[src/rtl/sata_phy_rx_align_monitor.sv]
// SATA PHY receive-side ALIGN monitor.
// Acquires and tracks dword sync from ALIGN primitives, strips ALIGNs out of
// the received stream, and flags decode errors, sync loss and ALIGN timeouts.
// Every output is registered and reflects the dword presented one clk earlier.
module sata_phy_rx_align_monitor #(
  parameter int unsigned ACQUIRE_COUNT = 2,
  parameter int unsigned LOSS_ERRORS   = 4,
  parameter int unsigned ALIGN_TIMEOUT = 1024,
  parameter int unsigned CNT_WIDTH     = 11
) (
  input  logic        clk,
  input  logic        rst,
  input  logic        linkup,
  input  logic [31:0] rx_din,
  input  logic [3:0]  rx_is_k,
  input  logic        phy_error,
  output logic [31:0] rx_dout,
  output logic [3:0]  rx_is_k_out,
  output logic        rx_valid,
  output logic        rx_synced,
  output logic        align_detected,
  output logic        sync_lost,
  output logic        align_timeout,
  output logic [7:0]  error_count,
  output logic [1:0]  mon_state
);

  localparam logic [31:0] PRIM_ALIGN = 32'h7B4A_4ABC;
  localparam logic [3:0]  ALIGN_K    = 4'b0001;

  localparam int unsigned ACQ_W = (ACQUIRE_COUNT > 1) ? $clog2(ACQUIRE_COUNT + 1) : 1;
  localparam int unsigned ERR_W = (LOSS_ERRORS > 1) ? $clog2(LOSS_ERRORS + 1) : 1;

  localparam logic [ACQ_W-1:0]     ACQ_LAST = ACQ_W'(ACQUIRE_COUNT - 1);
  localparam logic [ERR_W-1:0]     ERR_LAST = ERR_W'(LOSS_ERRORS - 1);
  localparam logic [CNT_WIDTH-1:0] TO_LAST  = CNT_WIDTH'(ALIGN_TIMEOUT - 1);
  localparam logic [CNT_WIDTH-1:0] TO_MAX   = CNT_WIDTH'(ALIGN_TIMEOUT);

  typedef enum logic [1:0] {
    UNSYNC  = 2'd0,
    ACQUIRE = 2'd1,
    SYNC    = 2'd2
  } state_t;

  state_t               state, state_nxt;
  logic [ACQ_W-1:0]     acq_cnt, acq_nxt;
  logic [ERR_W-1:0]     err_cnt, err_nxt;
  logic [CNT_WIDTH-1:0] to_cnt, to_nxt;
  logic                 timeout_nxt;
  logic                 sync_lost_nxt;
  logic                 valid_nxt;
  logic                 clean_align;
  logic                 align_pattern;

  // Dword classification: an ALIGN carrying a decode error is never clean.
  assign align_pattern = (rx_din == PRIM_ALIGN);
  assign clean_align   = align_pattern && (rx_is_k == ALIGN_K) && !phy_error;

  // Next-state, counter and flag logic for the sync FSM.
  always_comb begin
    // NOTE: every variable gets a default first so no path leaves it unassigned
    // and no latch is inferred.
    state_nxt     = state;
    acq_nxt       = acq_cnt;
    err_nxt       = err_cnt;
    to_nxt        = to_cnt;
    timeout_nxt   = align_timeout;
    sync_lost_nxt = 1'b0;
    valid_nxt     = (state == SYNC) && !clean_align && !phy_error && !align_pattern;

    if (!linkup) begin
      state_nxt     = UNSYNC;
      acq_nxt       = '0;
      err_nxt       = '0;
      to_nxt        = '0;
      timeout_nxt   = 1'b0;
      sync_lost_nxt = (state == SYNC);
    end else begin
      if (clean_align) begin
        timeout_nxt = 1'b0;
      end
      unique case (state)
        UNSYNC: begin
          acq_nxt = '0;
          err_nxt = '0;
          to_nxt  = '0;
          if (clean_align) begin
            if (ACQUIRE_COUNT == 1) begin
              state_nxt = SYNC;
            end else begin
              acq_nxt   = ACQ_W'(1);
              state_nxt = ACQUIRE;
            end
          end
        end
        ACQUIRE: begin
          if (phy_error) begin
            acq_nxt   = '0;
            state_nxt = UNSYNC;
          end else if (clean_align) begin
            if (acq_cnt == ACQ_LAST) begin
              acq_nxt   = '0;
              err_nxt   = '0;
              to_nxt    = '0;
              state_nxt = SYNC;
            end else begin
              acq_nxt = acq_cnt + ACQ_W'(1);
            end
          end
        end
        SYNC: begin
          if (clean_align) begin
            err_nxt = '0;
            to_nxt  = '0;
          end else begin
            // The counter parks one past the last legal value once it fires.
            if (to_cnt >= TO_LAST) begin
              to_nxt      = TO_MAX;
              timeout_nxt = 1'b1;
            end else begin
              to_nxt = to_cnt + CNT_WIDTH'(1);
            end
            if (phy_error) begin
              if (err_cnt == ERR_LAST) begin
                err_nxt       = '0;
                to_nxt        = '0;
                state_nxt     = UNSYNC;
                sync_lost_nxt = 1'b1;
              end else begin
                err_nxt = err_cnt + ERR_W'(1);
              end
            end
          end
        end
        default: begin
          state_nxt = UNSYNC;
          acq_nxt   = '0;
          err_nxt   = '0;
          to_nxt    = '0;
        end
      endcase
    end
  end

  // FSM state and internal counters.
  always_ff @(posedge clk) begin
    // NOTE: sequential state uses non-blocking assignments so every register
    // samples the pre-edge values, independent of statement order.
    if (rst) begin
      state   <= UNSYNC;
      acq_cnt <= '0;
      err_cnt <= '0;
      to_cnt  <= '0;
    end else begin
      state   <= state_nxt;
      acq_cnt <= acq_nxt;
      err_cnt <= err_nxt;
      to_cnt  <= to_nxt;
    end
  end

  // Registered output stream and status flags.
  always_ff @(posedge clk) begin
    if (rst) begin
      rx_dout        <= '0;
      rx_is_k_out    <= '0;
      rx_valid       <= 1'b0;
      align_detected <= 1'b0;
      sync_lost      <= 1'b0;
      align_timeout  <= 1'b0;
    end else begin
      rx_dout        <= rx_din;
      rx_is_k_out    <= rx_is_k;
      rx_valid       <= valid_nxt;
      align_detected <= clean_align;
      sync_lost      <= sync_lost_nxt;
      align_timeout  <= timeout_nxt;
    end
  end

  // Saturating decode-error counter; survives linkup drops, cleared only by rst.
  always_ff @(posedge clk) begin
    if (rst) begin
      error_count <= '0;
    end else if (linkup && phy_error && (error_count != 8'hFF)) begin
      error_count <= error_count + 8'd1;
    end
  end

  assign rx_synced = (state == SYNC);
  assign mon_state = state;

endmodule

[config.mk]
export PLATFORM = sky130hd
export DESIGN_NAME = sata_phy_rx_align_monitor
export DESIGN_NICKNAME = d
export VERILOG_FILES = /design/src/rtl/sata_phy_rx_align_monitor.sv
export SDC_FILE = /design/constraint.sdc
export NUM_CORES = 1
export LEC_CHECK = 0
export CORE_ASPECT_RATIO = 0.8
export CORE_UTILIZATION = 48
export CTS_BUF_LIST = sky130_fd_sc_hd__clkbuf_4 sky130_fd_sc_hd__clkbuf_8 sky130_fd_sc_hd__clkbuf_16
export CTS_CLUSTER_DIAMETER = 200
export DETAILED_ROUTE_END_ITERATION = 8
export GPL_TIMING_DRIVEN = 0
export PLACE_DENSITY = 0.87
export SLEW_MARGIN = 20
export SYNTH_ARGS = -nofsm -noshare
export SYNTH_HDL_FRONTEND = slang
export SYNTH_SLANG_ARGS = --single-unit
[constraint.sdc]
create_clock -name clk -period 3.5 [get_ports clk]
set_input_delay 0.525 -clock clk [delete_from_list [all_inputs] [get_ports clk]]
set_output_delay 0.525 -clock clk [all_outputs]
set_load 0.03 [all_outputs]
==> results of run 1 <==
## kinds of logic after synthesis
group / count (synthesis)
simple gates: 132
fa+ha+maj: 3
mux: 2
buf+inv: 15
compound gates: 46
flops: 66
xor+xnor: 6
## layout make-up
cell class              count  area (sq um)  area share, %
clock buffers              11           145           3.82
repair buffers             90           901           23.7
plain buffers              11          45.0           1.19
multi-input cells         189          1220           32.3
well taps                  62          77.6           2.04
clock inverters             3          65.1           1.71
inverters                   4          15.0          0.396
flip-flops and latches     66          1320           34.8
## report_power, final
group          leakage, nW  internal (mW)  switching [mW]
clock                0.109          0.419           0.269
sequential           0.542          0.775         0.00731
combinational        0.768         0.0950          0.0938
## cell usage in the layout, fill, tap and decap left out, drive strengths merged, types with 2 or more instances in the layout
cell type	n
nand2	13
nand4b	4
bufinv	2
o21a	2
a21oi	12
o211a	2
inv	4
a311oi	2
a31o	2
o21ai	6
nand4	8
nand2b	4
xor2	3
nand3	24
xnor2	3
nor2	18
nand3b	2
a31oi	9
nor4	3
or4b	3
nor2b	40
and3	4
clkbuf	21
dfxtp	66
nor3	4
mux2i	2
or4bb	2
clkdlybuf4s50	90
o211ai	2
a211oi	2
ha	3
## metal layers
layer / global-route usage (%) / vias to the layer above / part of all wire [%]
li1: - / 1172 / -
met1: 27.5 / 1114 / 43
met2: 37.7 / 103 / 47
met3: 7.12 / 21 / 7.0
met4: 12.5 / 0 / 2.9
met5: 0 / - / 0
## flip-flops by register name, summed over array words and instances, names as in the netlist
name,flops
acq_cnt,2
align_detected,1
align_timeout,1
err_cnt,3
error_count,8
mon_state,2
rx_dout,32
rx_is_k_out,4
rx_valid,1
sync_lost,1
to_cnt,11
## how the worst max path moves through the flow
stage               start          to  slack, ns
3_3_place_gp    rx_din[2]   to_cnt[7]       0.68
5_1_grt         rx_din[2]   to_cnt[7]       0.88
3_5_place_dp    rx_din[2]   to_cnt[9]       0.66
6_report        rx_din[2]   to_cnt[9]       0.98
4_1_cts         rx_din[2]   to_cnt[9]       1.01
2_1_floorplan  rx_din[13]  acq_cnt[0]       1.34
## cells in the mapped netlist, drive strengths merged (4+ instances only)
master / instances
a21oi: 12
nand2b: 4
dfxtp: 66
nor3: 4
and3: 4
clkbuf: 10
nand2: 13
nor2: 18
nor2b: 40
o21ai: 6
nand4b: 4
nand4: 8
a31oi: 9
nand3: 24
inv: 4
==> flow_metrics.env, run 1 <==
export IMPL_synth_area_mux_share_pct=0.768
export IMPL_r2r_start="to_cnt[0]"
export IMPL_initial_core_util_pct=50.9
export IMPL_dieArea_sq_mm=0.00573
export IMPL_path_depth=6
export IMPL_fmax_mhz=397
export IMPL_grt_pass1_vias=2148
export IMPL_dpl_cell_area_sq_mm=0.00358
export IMPL_synth_nets=313
export IMPL_setup_tns_ns=0
export IMPL_crit_family="simple AND/OR/NAND/NOR gates"
export IMPL_ys_warn_count=0
export IMPL_rr_worst_depth=7
export IMPL_peakVddDrop_uv=281
export IMPL_wl_um=6570
export IMPL_rr_endpoint="to_cnt[4]"
export IMPL_overflow=0
export IMPL_die_x_um=84.4
export IMPL_track_usage_pct=22.9
export IMPL_hold_violations=0
export IMPL_synth_top_family_by_area="simple AND/OR/NAND/NOR gates"
export IMPL_htree_num_levels=3
export IMPL_dr_pass1_iters=7
export IMPL_max_slew_margin_rel_pct=66.1
export IMPL_rows=23
export IMPL_fin_ws_ns=0.982
export IMPL_startpoint_type="input port"
export IMPL_cts_sinks=66
export IMPL_boundaryPins=91
export IMPL_setup_viol=0
export IMPL_worst_clock_skew_ns=0.00628
export IMPL_core_area_sq_mm=0.00512
export IMPL_yosysUniqueCellTypes=46
export IMPL_cp_end_kind="flip-flop"
export IMPL_critPathBufInv=1
export IMPL_syn_avg_cell_area_sq_um=9.65
export IMPL_place_congestion=0.905
export IMPL_final_nets=414
export IMPL_synth_ff_type="dfxtp_1"
export IMPL_power_density_mw_per_mm2=437
export IMPL_detail_route_wl_per_cell_um=15.1
export IMPL_rsz0062_at_grt="no"
export IMPL_cts_max_path_buffers=2
export IMPL_synth_adder_area_share_pct=1.44
export IMPL_critPathSlowestCell="or4bb_1"
export IMPL_path_class="in -> reg"
export IMPL_synth_edf_count=0
export IMPL_yosys_area_top_type="dfxtp_1"
export IMPL_cts_setup_buffers=0
export IMPL_dp_slack_ns=0.656
export IMPL_cts_tree="done"
export IMPL_tightestPinTransition_ns=0.509
export IMPL_p_leak_nw=1.42
export IMPL_slew_violations=0
export IMPL_stdcell_count=436
export IMPL_vias_per_cell=5.53
export IMPL_die_h_um=67.9
export IMPL_synthSimpleGateAreaFrac_pct=30.8
export IMPL_fin_area_sq_mm=0.00379
export IMPL_hp_class="reg -> reg"
export IMPL_clk_latency_ns=0.34
export IMPL_clk_pin_slew_worst_paths_ns=0.06
export IMPL_hold_path_startpoint="acq_cnt[1]"
export IMPL_status="finished with violations"
export IMPL_critPathRequiredTime_ns=3.70
export IMPL_seq_area_frac_synth_pct=50.7
export IMPL_syn_area_sq_mm=0.00261
export IMPL_drive_gt1_share_pct=6.42
export IMPL_dp_hpwl_um=4830
export IMPL_synth_seq_cells=66
export IMPL_whs_ns=0.449
export IMPL_min_period_ns=2.52
export IMPL_antenna_found_initial=0
export IMPL_antenna_left=0
export IMPL_critPathArrivalTime_ns=2.72
export IMPL_placed_cells=422
export IMPL_ctsHoldBuffers=0
export IMPL_min_period_over_period_pct=71.9
export IMPL_area_growth_pct=45.6
export IMPL_power_mw=1.66
export IMPL_violations="DRC"
export IMPL_grt_pass1_wl_um=9920
export IMPL_syn_inst=270
export IMPL_ctsResizeCount=0
export IMPL_grt_max_degree=11
export IMPL_slowest_delay_ns=0.54
export IMPL_max_cap_violations=0
export IMPL_async_flop_share_pct=0
export IMPL_vias=2410
export IMPL_hold_end="acq_cnt[1]"
export IMPL_ys_top_cells_by_area="dfxtp_1, nor2b_1, nand3_1"
export IMPL_cp_max_fo=10
export IMPL_fillers=367
export IMPL_yosysTopAreaCellShare_pct=50.7
export IMPL_crit_chain="clkdlybuf4s50_1, or4bb_1, nor4_4, nand3_2, a32oi_1, a21oi_1"
export IMPL_rrSetupSlack_ns=1.21
export IMPL_clockRootBuffer="clkbuf_8"
export IMPL_drc_errors=3
export IMPL_io_buffers=90
export IMPL_cts_made_buffers=9
export IMPL_antenna_cells=0
export IMPL_postLayoutCoreUtil_pct=74.1
export IMPL_hold_depth=1
export IMPL_drtIter0Drc=298
export IMPL_synth_xor_xnor_area_share_pct=2.02
export IMPL_synth_compound_area_share_pct=12.0
Note: power is estimated with default switching activity, not from simulation.
==> run 2: changes to the inputs <==
CORE_UTILIZATION = 45   (was 48)
PLACE_DENSITY = 0.83   (was 0.87)
clock period = 2.5 ns   (was 3.5 ns; I/O delays follow)
==> run 2 against run 1 <==
Effect of this change:
- the flow now finishes without violations
- first-iteration DRC count is 60% lower
- via count is 0.37% lower
- clock power is 47% higher
- sequential power is 39% higher
- clock skew is 0.0012 ns lower
- register-to-register slack worse by 0.91 ns
- critical path depth is 1 higher
- sequential share of layout area is 0.34 points lower
- wire length is 0.64% lower
- total power is 43% higher
- critical path type unchanged
- largest power group unchanged
==> flow_metrics.env, run 2 (same netlist as run 1, synthesis figures left out) <==
export IMPL_io_buffers=90
export IMPL_min_period_ns=2.42
export IMPL_layout_common_cells="clkdlybuf4s50_1, dfxtp_1, nor2b_1"
export IMPL_clockRootBuffer="clkbuf_8"
export IMPL_cp_end_kind="flip-flop"
export IMPL_rows=24
export IMPL_dr_pass1_iters=4
export IMPL_die_h_um=70.1
export IMPL_peakVddDrop_uv=432
export IMPL_critPathRequiredTime_ns=2.72
export IMPL_cts_setup_buffers=0
export IMPL_dp_slack_ns=-0.183
export IMPL_clk_pin_slew_worst_paths_ns=0.07
export IMPL_vias_per_cell=5.29
export IMPL_slew_violations=0
export IMPL_postLayoutCoreUtil_pct=69.4
export IMPL_cts_made_buffers=9
export IMPL_drtIter0Drc=119
export IMPL_die_x_um=87.1
export IMPL_antenna_found_initial=0
export IMPL_fillers=435
export IMPL_final_nets=414
export IMPL_p_leak_nw=1.42
export IMPL_antenna_cells=0
export IMPL_antenna_left=0
export IMPL_startpoint_type="input port"
export IMPL_critPathArrivalTime_ns=2.64
export IMPL_tightestPinTransition_ns=0.501
export IMPL_core_area_sq_mm=0.00553
export IMPL_grt_pass1_vias=2263
export IMPL_setup_viol=0
export IMPL_dieArea_sq_mm=0.00610
export IMPL_power_density_mw_per_mm2=618
export IMPL_cp_max_fo=10
export IMPL_boundaryPins=91
export IMPL_drc_errors=0
export IMPL_cts_tree="done"
export IMPL_area_growth_pct=47.0
export IMPL_rsz0062_at_grt="no"
export IMPL_htree_num_levels=3
export IMPL_drive_gt1_share_pct=6.91
export IMPL_clk_latency_ns=0.35
export IMPL_ctsHoldBuffers=0
export IMPL_largest_register_ffs=32
export IMPL_hp_class="reg -> reg"
export IMPL_wl_um=6530
export IMPL_fin_ws_ns=0.0805
export IMPL_status="finished, final reports clean"
export IMPL_path_class="in -> reg"
export IMPL_ctsResizeCount=0
export IMPL_track_usage_pct=22.3
export IMPL_cts_sinks=66
export IMPL_place_congestion=0.864
export IMPL_cts_max_path_buffers=2
export IMPL_vias=2401
export IMPL_min_period_over_period_pct=96.8
export IMPL_hold_violations=0
export IMPL_overflow=0
export IMPL_largest_register="rx_dout"
export IMPL_worst_clock_skew_ns=0.00507
export IMPL_grt_max_degree=13
export IMPL_detail_route_wl_per_cell_um=14.4
export IMPL_top_regs="rx_dout (32), to_cnt (11), error_count (8)"
export IMPL_initial_core_util_pct=47.2
export IMPL_final_common_cell="clkdlybuf4s50_1"
export IMPL_dp_hpwl_um=4580
export IMPL_max_cap_violations=0
export IMPL_max_slew_margin_rel_pct=66.3
export IMPL_grt_pass1_wl_um=10400
export IMPL_fmax_mhz=413
run 2: changes by cell type in the layout (fill, tap and decap cells not counted):
cell | previous run | this run
clkinvlp_4 | 0 | 1
clkbuf_4 | 1 | 0
clkinv_4 | 0 | 2
run 2: report_power, final:
group | internal [mW] | total, mW | switching (mW)
clock | 0.590 | 1.01 | 0.419
sequential | 1.08 | 1.09 | 0.0104
combinational | 0.133 | 0.266 | 0.132
total | 1.81 | 2.37 | 0.562
run 2: path summary, 6_finish.rpt:
kind         startpoint         end  slack, ns  cells past startpoint
max           rx_din[2]   to_cnt[7]       0.08                      7
min          acq_cnt[1]  acq_cnt[1]       0.45                      1
max reg2reg   to_cnt[0]   to_cnt[3]       0.30                      7
min reg2reg  acq_cnt[1]  acq_cnt[1]       0.45                      1
run 2: final cells by class:
type                    instances  area (sq um)  share of cell area (%)
clock buffers                  10           138                    3.59
well taps                      78          97.6                    2.55
clock inverters                 6          90.1                    2.35
multi-input cells             189          1220                    32.0
flip-flops and latches         66          1320                    34.5
plain buffers                  11          45.0                    1.18
repair buffers                 90           901                    23.5
inverters                       4          15.0                   0.392
run 2: worst max-delay path, stage by stage:
cell	delay (ns)
clkdlybuf4s50_1	0.49
or4bb_1	0.54
nor4_4	0.48
nand3_2	0.19
clkbuf_1	0.30
o211ai_1	0.18
a21oi_1	0.08
run 2: stage by stage:
| stage | instance area, sq um | cells | power (mW) | hold WS [ns] | TNS, ns |
|---|---|---|---|---|---|
| 2_1_floorplan | 2610 | 270 | 1.24 | 0.422 | 0 |
| 3_3_place_gp | 3600 | 438 | 1.38 | 0.434 | -1.40 |
| 3_5_place_dp | 3600 | 438 | 1.38 | 0.445 | -1.79 |
| 4_1_cts | 3830 | 454 | 2.38 | 0.454 | 0 |
| 5_1_grt | 3830 | 454 | 2.45 | 0.478 | 0 |
| 6_report | 3830 | 454 | 2.37 | 0.454 | 0 |
run 2: layer usage:
layer | up-vias | routed length, um | global-route usage [%]
li1 | 1173 | - | -
met1 | 1135 | 2920 | 27.1
met2 | 86 | 3050 | 35.3
met3 | 7 | 506 | 10.3
met4 | 0 | 41 | 6.11
met5 | - | 0 | 0
